File: src/rtl/mc_pkg.sv
// Shared types for the multicycle MIPS control FSM: state encoding, opcodes, ALU/mux codes.
// Pure declarations, no timing or backpressure of its own.
package mc_pkg;

    typedef enum logic [3:0] {
        S_FETCH  = 4'd0,
        S_DECODE = 4'd1,
        S_MEMADR = 4'd2,
        S_MEMRD  = 4'd3,
        S_MEMWB  = 4'd4,
        S_MEMWR  = 4'd5,
        S_REXEC  = 4'd6,
        S_RWB    = 4'd7,
        S_BRANCH = 4'd8,
        S_JUMP   = 4'd9,
        S_IEXEC  = 4'd10,
        S_IWB    = 4'd11
    } state_e;

    localparam logic [5:0] OP_R    = 6'b000000;
    localparam logic [5:0] OP_LW   = 6'b100011;
    localparam logic [5:0] OP_SW   = 6'b101011;
    localparam logic [5:0] OP_BEQ  = 6'b000100;
    localparam logic [5:0] OP_BNE  = 6'b000101;
    localparam logic [5:0] OP_ADDI = 6'b001000;
    localparam logic [5:0] OP_ANDI = 6'b001100;
    localparam logic [5:0] OP_ORI  = 6'b001101;
    localparam logic [5:0] OP_J    = 6'b000010;

    localparam logic [2:0] ALU_ADD   = 3'b000;
    localparam logic [2:0] ALU_SUB   = 3'b001;
    localparam logic [2:0] ALU_FUNCT = 3'b010;
    localparam logic [2:0] ALU_OR    = 3'b011;
    localparam logic [2:0] ALU_AND   = 3'b100;

    localparam logic [1:0] SRCB_B       = 2'b00;
    localparam logic [1:0] SRCB_4       = 2'b01;
    localparam logic [1:0] SRCB_IMM     = 2'b10;
    localparam logic [1:0] SRCB_IMM_SH2 = 2'b11;

    localparam logic [1:0] PCSRC_ALU    = 2'b00;
    localparam logic [1:0] PCSRC_ALUOUT = 2'b01;
    localparam logic [1:0] PCSRC_JUMP   = 2'b10;

    typedef struct packed {
        logic       pc_write;
        logic       pc_write_cond;
        logic       branch_ne;
        logic       i_or_d;
        logic       mem_read;
        logic       mem_write;
        logic       ir_write;
        logic       mem_to_reg;
        logic       reg_dst;
        logic       reg_write;
        logic       alu_src_a;
        logic [1:0] alu_src_b;
        logic       ext_op;
        logic [1:0] pc_source;
        logic [2:0] alu_op;
    } ctrl_t;

    // Immediate-class ALU setup as {ext_op, alu_op}; logical immediates zero-extend.
    function automatic logic [3:0] imm_ctrl(input logic [5:0] op);
        case (op)
            OP_ANDI: imm_ctrl = {1'b1, ALU_AND};
            OP_ORI:  imm_ctrl = {1'b1, ALU_OR};
            default: imm_ctrl = {1'b0, ALU_ADD};
        endcase
    endfunction

endpackage

File: src/rtl/mc_output_decode.sv
// Combinational state + registered opcode -> datapath control word; zero latency.
// No handshake of its own; every control not named for a state stays 0.
module mc_output_decode
    import mc_pkg::*;
(
    input  state_e      state,
    input  logic [5:0]  op_q,
    output ctrl_t       ctrl
);

    always_comb begin
        ctrl = '0;
        case (state)
            S_FETCH: begin
                ctrl.mem_read  = 1'b1;
                ctrl.ir_write  = 1'b1;
                ctrl.pc_write  = 1'b1;
                ctrl.alu_src_b = SRCB_4;
                ctrl.alu_op    = ALU_ADD;
                ctrl.pc_source = PCSRC_ALU;
            end
            S_DECODE: begin
                ctrl.alu_src_b = SRCB_IMM_SH2;
                ctrl.alu_op    = ALU_ADD;
            end
            S_MEMADR: begin
                ctrl.alu_src_a = 1'b1;
                ctrl.alu_src_b = SRCB_IMM;
                ctrl.alu_op    = ALU_ADD;
            end
            S_MEMRD: begin
                ctrl.mem_read = 1'b1;
                ctrl.i_or_d   = 1'b1;
            end
            S_MEMWB: begin
                ctrl.reg_write  = 1'b1;
                ctrl.mem_to_reg = 1'b1;
            end
            S_MEMWR: begin
                ctrl.mem_write = 1'b1;
                ctrl.i_or_d    = 1'b1;
            end
            S_REXEC: begin
                ctrl.alu_src_a = 1'b1;
                ctrl.alu_src_b = SRCB_B;
                ctrl.alu_op    = ALU_FUNCT;
            end
            S_RWB: begin
                ctrl.reg_write = 1'b1;
                ctrl.reg_dst   = 1'b1;
            end
            S_BRANCH: begin
                ctrl.alu_src_a     = 1'b1;
                ctrl.alu_src_b     = SRCB_B;
                ctrl.alu_op        = ALU_SUB;
                ctrl.pc_write_cond = 1'b1;
                ctrl.pc_source     = PCSRC_ALUOUT;
                ctrl.branch_ne     = (op_q == OP_BNE);
            end
            S_JUMP: begin
                ctrl.pc_write  = 1'b1;
                ctrl.pc_source = PCSRC_JUMP;
            end
            S_IEXEC: begin
                ctrl.alu_src_a                 = 1'b1;
                ctrl.alu_src_b                 = SRCB_IMM;
                {ctrl.ext_op, ctrl.alu_op}     = imm_ctrl(op_q);
            end
            // ALU setup is held through write-back so ALUOut stays consistent.
            S_IWB: begin
                ctrl.reg_write                 = 1'b1;
                {ctrl.ext_op, ctrl.alu_op}     = imm_ctrl(op_q);
            end
            default: ;
        endcase
    end

endmodule

File: src/rtl/multicycle_control.sv
// Multicycle MIPS main control FSM; Moore outputs, 3-5 cycles per instruction. Optional MC_MEM_WAIT_EN:
// FETCH/MEMRD/MEMWR stall on mem_ready=0 (PC written only on the ready cycle); otherwise mem_ready is ignored.
module multicycle_control
    import mc_pkg::*;
(
    input  logic       clk,
    input  logic       rst,
    input  logic [5:0] opcode,
    input  logic       mem_ready,
    output logic       PCWrite,
    output logic       PCWriteCond,
    output logic       BranchNe,
    output logic       IorD,
    output logic       MemRead,
    output logic       MemWrite,
    output logic       IRWrite,
    output logic       MemtoReg,
    output logic       RegDst,
    output logic       RegWrite,
    output logic       ALUSrcA,
    output logic [1:0] ALUSrcB,
    output logic       ExtOp,
    output logic [1:0] PCSource,
    output logic [2:0] ALUop,
    output logic       illegal_op,
    output logic [3:0] state
);

    state_e     state_q, state_d;
    logic [5:0] op_q, op_d;
    logic       illegal_d;
    logic       mem_ok;
    ctrl_t      ctrl_raw, ctrl_o;

`ifdef MC_MEM_WAIT_EN
    assign mem_ok = mem_ready;
`else
    logic unused_mem_ready;
    assign unused_mem_ready = mem_ready;
    assign mem_ok           = 1'b1;
`endif

    always_comb begin
        state_d   = state_q;
        op_d      = op_q;
        illegal_d = 1'b0;
        case (state_q)
            S_FETCH: if (mem_ok) state_d = S_DECODE;
            S_DECODE: begin
                op_d = opcode;
                case (opcode)
                    OP_LW, OP_SW:             state_d = S_MEMADR;
                    OP_R:                     state_d = S_REXEC;
                    OP_BEQ, OP_BNE:           state_d = S_BRANCH;
                    OP_J:                     state_d = S_JUMP;
                    OP_ADDI, OP_ANDI, OP_ORI: state_d = S_IEXEC;
                    default: begin
                        state_d   = S_FETCH;
                        illegal_d = 1'b1;
                    end
                endcase
            end
            S_MEMADR: state_d = (op_q == OP_LW) ? S_MEMRD : S_MEMWR;
            S_MEMRD:  if (mem_ok) state_d = S_MEMWB;
            S_MEMWR:  if (mem_ok) state_d = S_FETCH;
            S_REXEC:  state_d = S_RWB;
            S_IEXEC:  state_d = S_IWB;
            default:  state_d = S_FETCH;
        endcase
    end

    always_ff @(posedge clk or posedge rst) begin
        if (rst) begin
            state_q <= S_FETCH;
            op_q    <= '0;
        end else begin
            state_q <= state_d;
            op_q    <= op_d;
        end
    end

    mc_output_decode u_decode (
        .state (state_q),
        .op_q  (op_q),
        .ctrl  (ctrl_raw)
    );

    // Reset gates the architectural write strobes combinationally so an abort never commits.
    always_comb begin
        ctrl_o = ctrl_raw;
`ifdef MC_MEM_WAIT_EN
        if (state_q == S_FETCH && !mem_ready) ctrl_o.pc_write = 1'b0;
`endif
        if (rst) begin
            ctrl_o.pc_write      = 1'b0;
            ctrl_o.pc_write_cond = 1'b0;
            ctrl_o.ir_write      = 1'b0;
            ctrl_o.mem_write     = 1'b0;
            ctrl_o.reg_write     = 1'b0;
        end
    end

    assign PCWrite     = ctrl_o.pc_write;
    assign PCWriteCond = ctrl_o.pc_write_cond;
    assign BranchNe    = ctrl_o.branch_ne;
    assign IorD        = ctrl_o.i_or_d;
    assign MemRead     = ctrl_o.mem_read;
    assign MemWrite    = ctrl_o.mem_write;
    assign IRWrite     = ctrl_o.ir_write;
    assign MemtoReg    = ctrl_o.mem_to_reg;
    assign RegDst      = ctrl_o.reg_dst;
    assign RegWrite    = ctrl_o.reg_write;
    assign ALUSrcA     = ctrl_o.alu_src_a;
    assign ALUSrcB     = ctrl_o.alu_src_b;
    assign ExtOp       = ctrl_o.ext_op;
    assign PCSource    = ctrl_o.pc_source;
    assign ALUop       = ctrl_o.alu_op;
    assign illegal_op  = illegal_d & ~rst;
    assign state       = state_q;

endmodule

File: config.mk
export PLATFORM = sky130hd
export DESIGN_NAME = multicycle_control
export DESIGN_NICKNAME = d
export VERILOG_FILES = /design/src/rtl/mc_pkg.sv /design/src/rtl/mc_output_decode.sv /design/src/rtl/multicycle_control.sv
export SDC_FILE = /design/constraint.sdc
export NUM_CORES = 1
export LEC_CHECK = 0
export ABC_CLOCK_PERIOD_IN_PS = 3500
export BUFFER_PORTS_ARGS = -buffer_cell sky130_fd_sc_hd__clkbuf_2
export CORE_MARGIN = 2
export CORE_UTILIZATION = 48
export DETAILED_ROUTE_END_ITERATION = 6
export GPL_ROUTABILITY_DRIVEN = 0
export PLACE_DENSITY = 0.86
export SLEW_MARGIN = 20
export SYNTH_ARGS = -nofsm -noshare
export SYNTH_HDL_FRONTEND = slang
export SYNTH_HIERARCHICAL = 1
export SYNTH_SLANG_ARGS = --single-unit
File: constraint.sdc
create_clock -name clk -period 3.5 [get_ports clk]
set_clock_uncertainty 0.05 [all_clocks]
set_input_delay 0.35 -clock clk [delete_from_list [all_inputs] [get_ports clk]]
set_output_delay 0.35 -clock clk [all_outputs]
set_load 0.05 [all_outputs]
Word level (Yosys, flattened, before mapping)
Cells that the tools add are included.
{"block": "word_totals", "out_inout_bits": 24, "elab_cells": 63, "regBits": 10, "in_bits": 9}
{"block": "classes", "eq_ne": 23, "n_reduce_logical": 13, "n_mux": 23, "n_bitwise": 2}
{"cell": "$eq A6 B4 Y1 const B", "n": 5}
{"cell": "$pmux W4 S6", "n": 1}
{"cell": "$pmux W4 S5", "n": 1}
{"cell": "$eq A6 B3 Y1 const B", "n": 3}
{"cell": "$eq A6 B6 Y1 const B", "n": 3}
{"cell": "$eq A4 B3 Y1 const B", "n": 4}
{"cell": "$eq A4 B4 Y1 const B", "n": 4}
{"cell": "$reduce_or A2 Y1", "n": 7}
{"cell": "$mux W1", "n": 13}
{"cell": "$pmux W3 S3", "n": 1}
{"cell": "$reduce_or A9 Y1", "n": 1}
{"cell": "$eq A4 B2 Y1 const B", "n": 2}
{"cell": "$pmux W4 S2", "n": 1}
{"cell": "$eq A6 B2 Y1 const B", "n": 1}
{"cell": "$logic_not A6 Y1", "n": 1}
{"cell": "$mux W2", "n": 3}
{"cell": "$pmux W2 S3", "n": 1}
{"cell": "$reduce_or A3 Y1", "n": 2}
{"cell": "$eq A4 B1 Y1 const B", "n": 1}
{"cell": "$logic_not A4 Y1", "n": 1}
{"cell": "$pmux W2 S2", "n": 1}
{"cell": "$reduce_or A4 Y1", "n": 1}
{"cell": "$mux W3", "n": 1}
{"cell": "$and A1 B1 Y1", "n": 1}
{"cell": "$not A1 Y1", "n": 1}

Longest topological paths before layout
{"block": "depth", "ltp_word": 5, "ltp_mapped": 5, "ltp_nobuf": 4}

By module
The synthesis kept the hierarchy.
{"module": "multicycle_control", "n_inst": 1, "seq_area_each_um2": 250.2, "area_per_inst_um2": 605.6, "cells_each": 58}
{"module": "mc_output_decode", "n_inst": 1, "seq_area_each_um2": 0.0, "area_per_inst_um2": 250.2, "cells_each": 38}

Worst setup path before layout
OpenSTA, ideal clock, no wires.
{"block": "synth_path", "kind": "register to output", "from": "register state_q[3] (netlist: state[3])", "to": "output port RegWrite", "path_buffers": 1, "required_time_ns": 3.100, "stages_incl_launch_ff": 6, "setup_slack_ns": 0.463, "arrival_time_ns": 2.637, "path_cell_list": "dfrtp_1 -> buf_2 -> nand2b_1 -> nor2_1 -> or2_1 -> nor2b_1"}
{"element": "start, declared", "line_no": "multicycle_control.sv:29", "rtl": "state_e state_q, state_d;"}
{"element": "start signal, assigned", "line_no": "multicycle_control.sv:77", "rtl": "state_q <= state_d;"}
{"element": "end, declared", "line_no": "multicycle_control.sv:19", "rtl": "output logic RegWrite,"}

==> metrics.txt <==
Finished Cell Area 0.001042 mm2; DR vias/cell 5.589; cts bufs inserted 3; Final Critical Period 2.389 ns; full die area 0.002137 mm2; Layout area overhead 21.78%; DRT Pass-1 Iters 4; DP HPWL 1518 um; CP arrival 1.99 ns; Slew HR 53.91%; leakage 0.4832 nW; actual slew at the worst max-slew pin 0.6914 ns; Final Hold Violating Endpoints 0; count leader, synth dfrtp_1; Rows 15; Tcrit/Tclk final 68.26%; Die Span Y 46.23 um; post-synthesis sequential area ratio 29.24%; DRC errors left 0; wirelength, routed 1938 um; largest net degree at the start of global routing 21; Routed WL per cell 12.83 um; initial antenna violation count 0; CP max FO 20; Tot Pwr 746.9 uW; H-Tree Depth 1; clk_lat worst skew 0.27 ns; clk buf depth 2; global-route wire length before repair 3056 um; number of DRC markers in iteration 0 8; Vias 844; Post-synth EDFFs 0; clk sinks 10; # diodes 0; status completed; initial core utilization 50.11%; share of layout cells above drive strength 1 35.71%; Critical Path Start Type flip-flop; CP required 3.10 ns; GRT overflow 0; synthesized area 855.8 um2; final core occ 61.03%; Yosys Warn Count 6; max-cap viol count 0; hold crit path type input port to async pin; maximum vdd drop 0.3790 mV; Final Setup Violations 0; IO Port Bufs 31; post-CTS setup buffers 0; clock-pin transition on the worst setup and hold timing paths 0.07 ns; Slew Viols, Final 0; Post-synth top cells 10 x dfrtp_1, 9 x nor2_1, 7 x nor2b_1; area share of the largest cell type after synthesis 29.24%; vias in the first global route 714; mean post-synth cell area 8.915 um2; setup TNS 0 ns; Die Wd 46.23 um; CP Capture Type output port; clock root buffer clkbuf_4; max frequency 0.4186 GHz; Hold WS 0.06306 ns; CTS tree built; Worst R2R Path Depth 4; io pins 33; area of the core 0.001708 mm2; WS Path Type flip-flop to output port; gr usage total 20.05%; Synth Register Bits 10; hold_buf cts 0; Area contributors post-synth dfrtp_1 29%, mux2_2 5.3%, nor2b_1 5.1%; power density cells 716.7 mW/mm2; Post-Synthesis Cells 96; synth unique cells 42; nets@finish 136; unrepaired setup endpoints after global routing no; Post-DP Area 0.001006 mm2; Synth area leader dfrtp_1; Async S/R FF share, synth 100.0%; Resized Gates After CTS 0; top_reg_cell synth dfrtp_1; syn nets 105; post-route ant nets 0
per-layer routing:
layer  routed length, um  global-route usage (%)  vias to the layer above
met5                   0                       0                        -
met4                  29                   8.571                        0
met3                 107                   2.353                        6
met2                 953                   35.56                       37
met1                 847                   23.98                      392
li1                    -                       -                      409
power breakdown:
group          internal [mW]  switching (mW)  total [mW]
Sequential             0.160          0.0804       0.240
Combinational          0.144           0.261       0.404
Clock                 0.0632          0.0392       0.102
cell families (layout without fill, tap and decap cells):
group,Yosys count,after routing,share of synthesized area (%)
adders and majority gates,1,1,1.170
DFF,10,10,29.24
xor gates and xnor gates,2,2,2.047
muxes,7,7,9.210
AOI/OAI and AO/OA,18,18,14.91
and+or+nand+nor,49,49,37.43
buffers and inverters,9,39,5.993
area by class of cell:
class	count	area, um2
inverter	4	15.01
clock buffer	4	36.28
multi-input combinational	77	554.3
sequential	10	250.2
tap	25	31.28
timing repair buffer	31	155.1
fill	155	665.6
flip-flops by register name, indices dropped and copies added, names as in the netlist:
name and count:
op_q 6, state 4
metrics by stage:
stage / setup WS [ns] / instances
finish: 1.111 / 151
global placement: 1.461 / 147
detailed placement: 1.400 / 147
CTS: 1.106 / 151
floorplan: 0.4634 / 96
global route: 0.9340 / 151
worst max-delay path, cell delays in order, from the launching register on:
cell and delay (ns):
dfrtp_1 0.79, nand2b_1 0.31, a21oi_1 0.08, or2_1 0.20, nor2b_1 0.12, clkbuf_2 0.23
cell usage in the layout (no fill, tap or decap), drive strengths merged, types with 2 or more instances in the layout:
cell type | synthesis | layout
o22a | 2 | 2
a21oi | 6 | 6
nand2b | 5 | 5
nor2b | 7 | 7
nand3b | 3 | 3
inv | 4 | 4
or3 | 2 | 2
mux2 | 7 | 7
or2 | 2 | 2
dfrtp | 10 | 10
clkbuf | 1 | 35
nor3 | 4 | 4
and4 | 3 | 3
nor2 | 11 | 11
nand2 | 4 | 4
o21a | 2 | 2
final timing paths:
path / from / to / slack, ns
worst max-delay path: state[2]$_DFF_PP0_ / RegWrite / 1.11
worst min-delay path: rst / op_q[4]$_DFFE_PP0P_ / 0.06
min in group clk: opcode[0] / op_q[0]$_DFFE_PP0P_ / 0.32
worst max register to register: state[3]$_DFF_PP0_ / op_q[4]$_DFFE_PP0P_ / 1.84
max in group asynchronous: rst / state[0]$_DFF_PP0_ / 3.05
worst min register to register: op_q[2]$_DFFE_PP0P_ / op_q[2]$_DFFE_PP0P_ / 0.50
No activity file was read; power rests on OpenSTA's default activity.
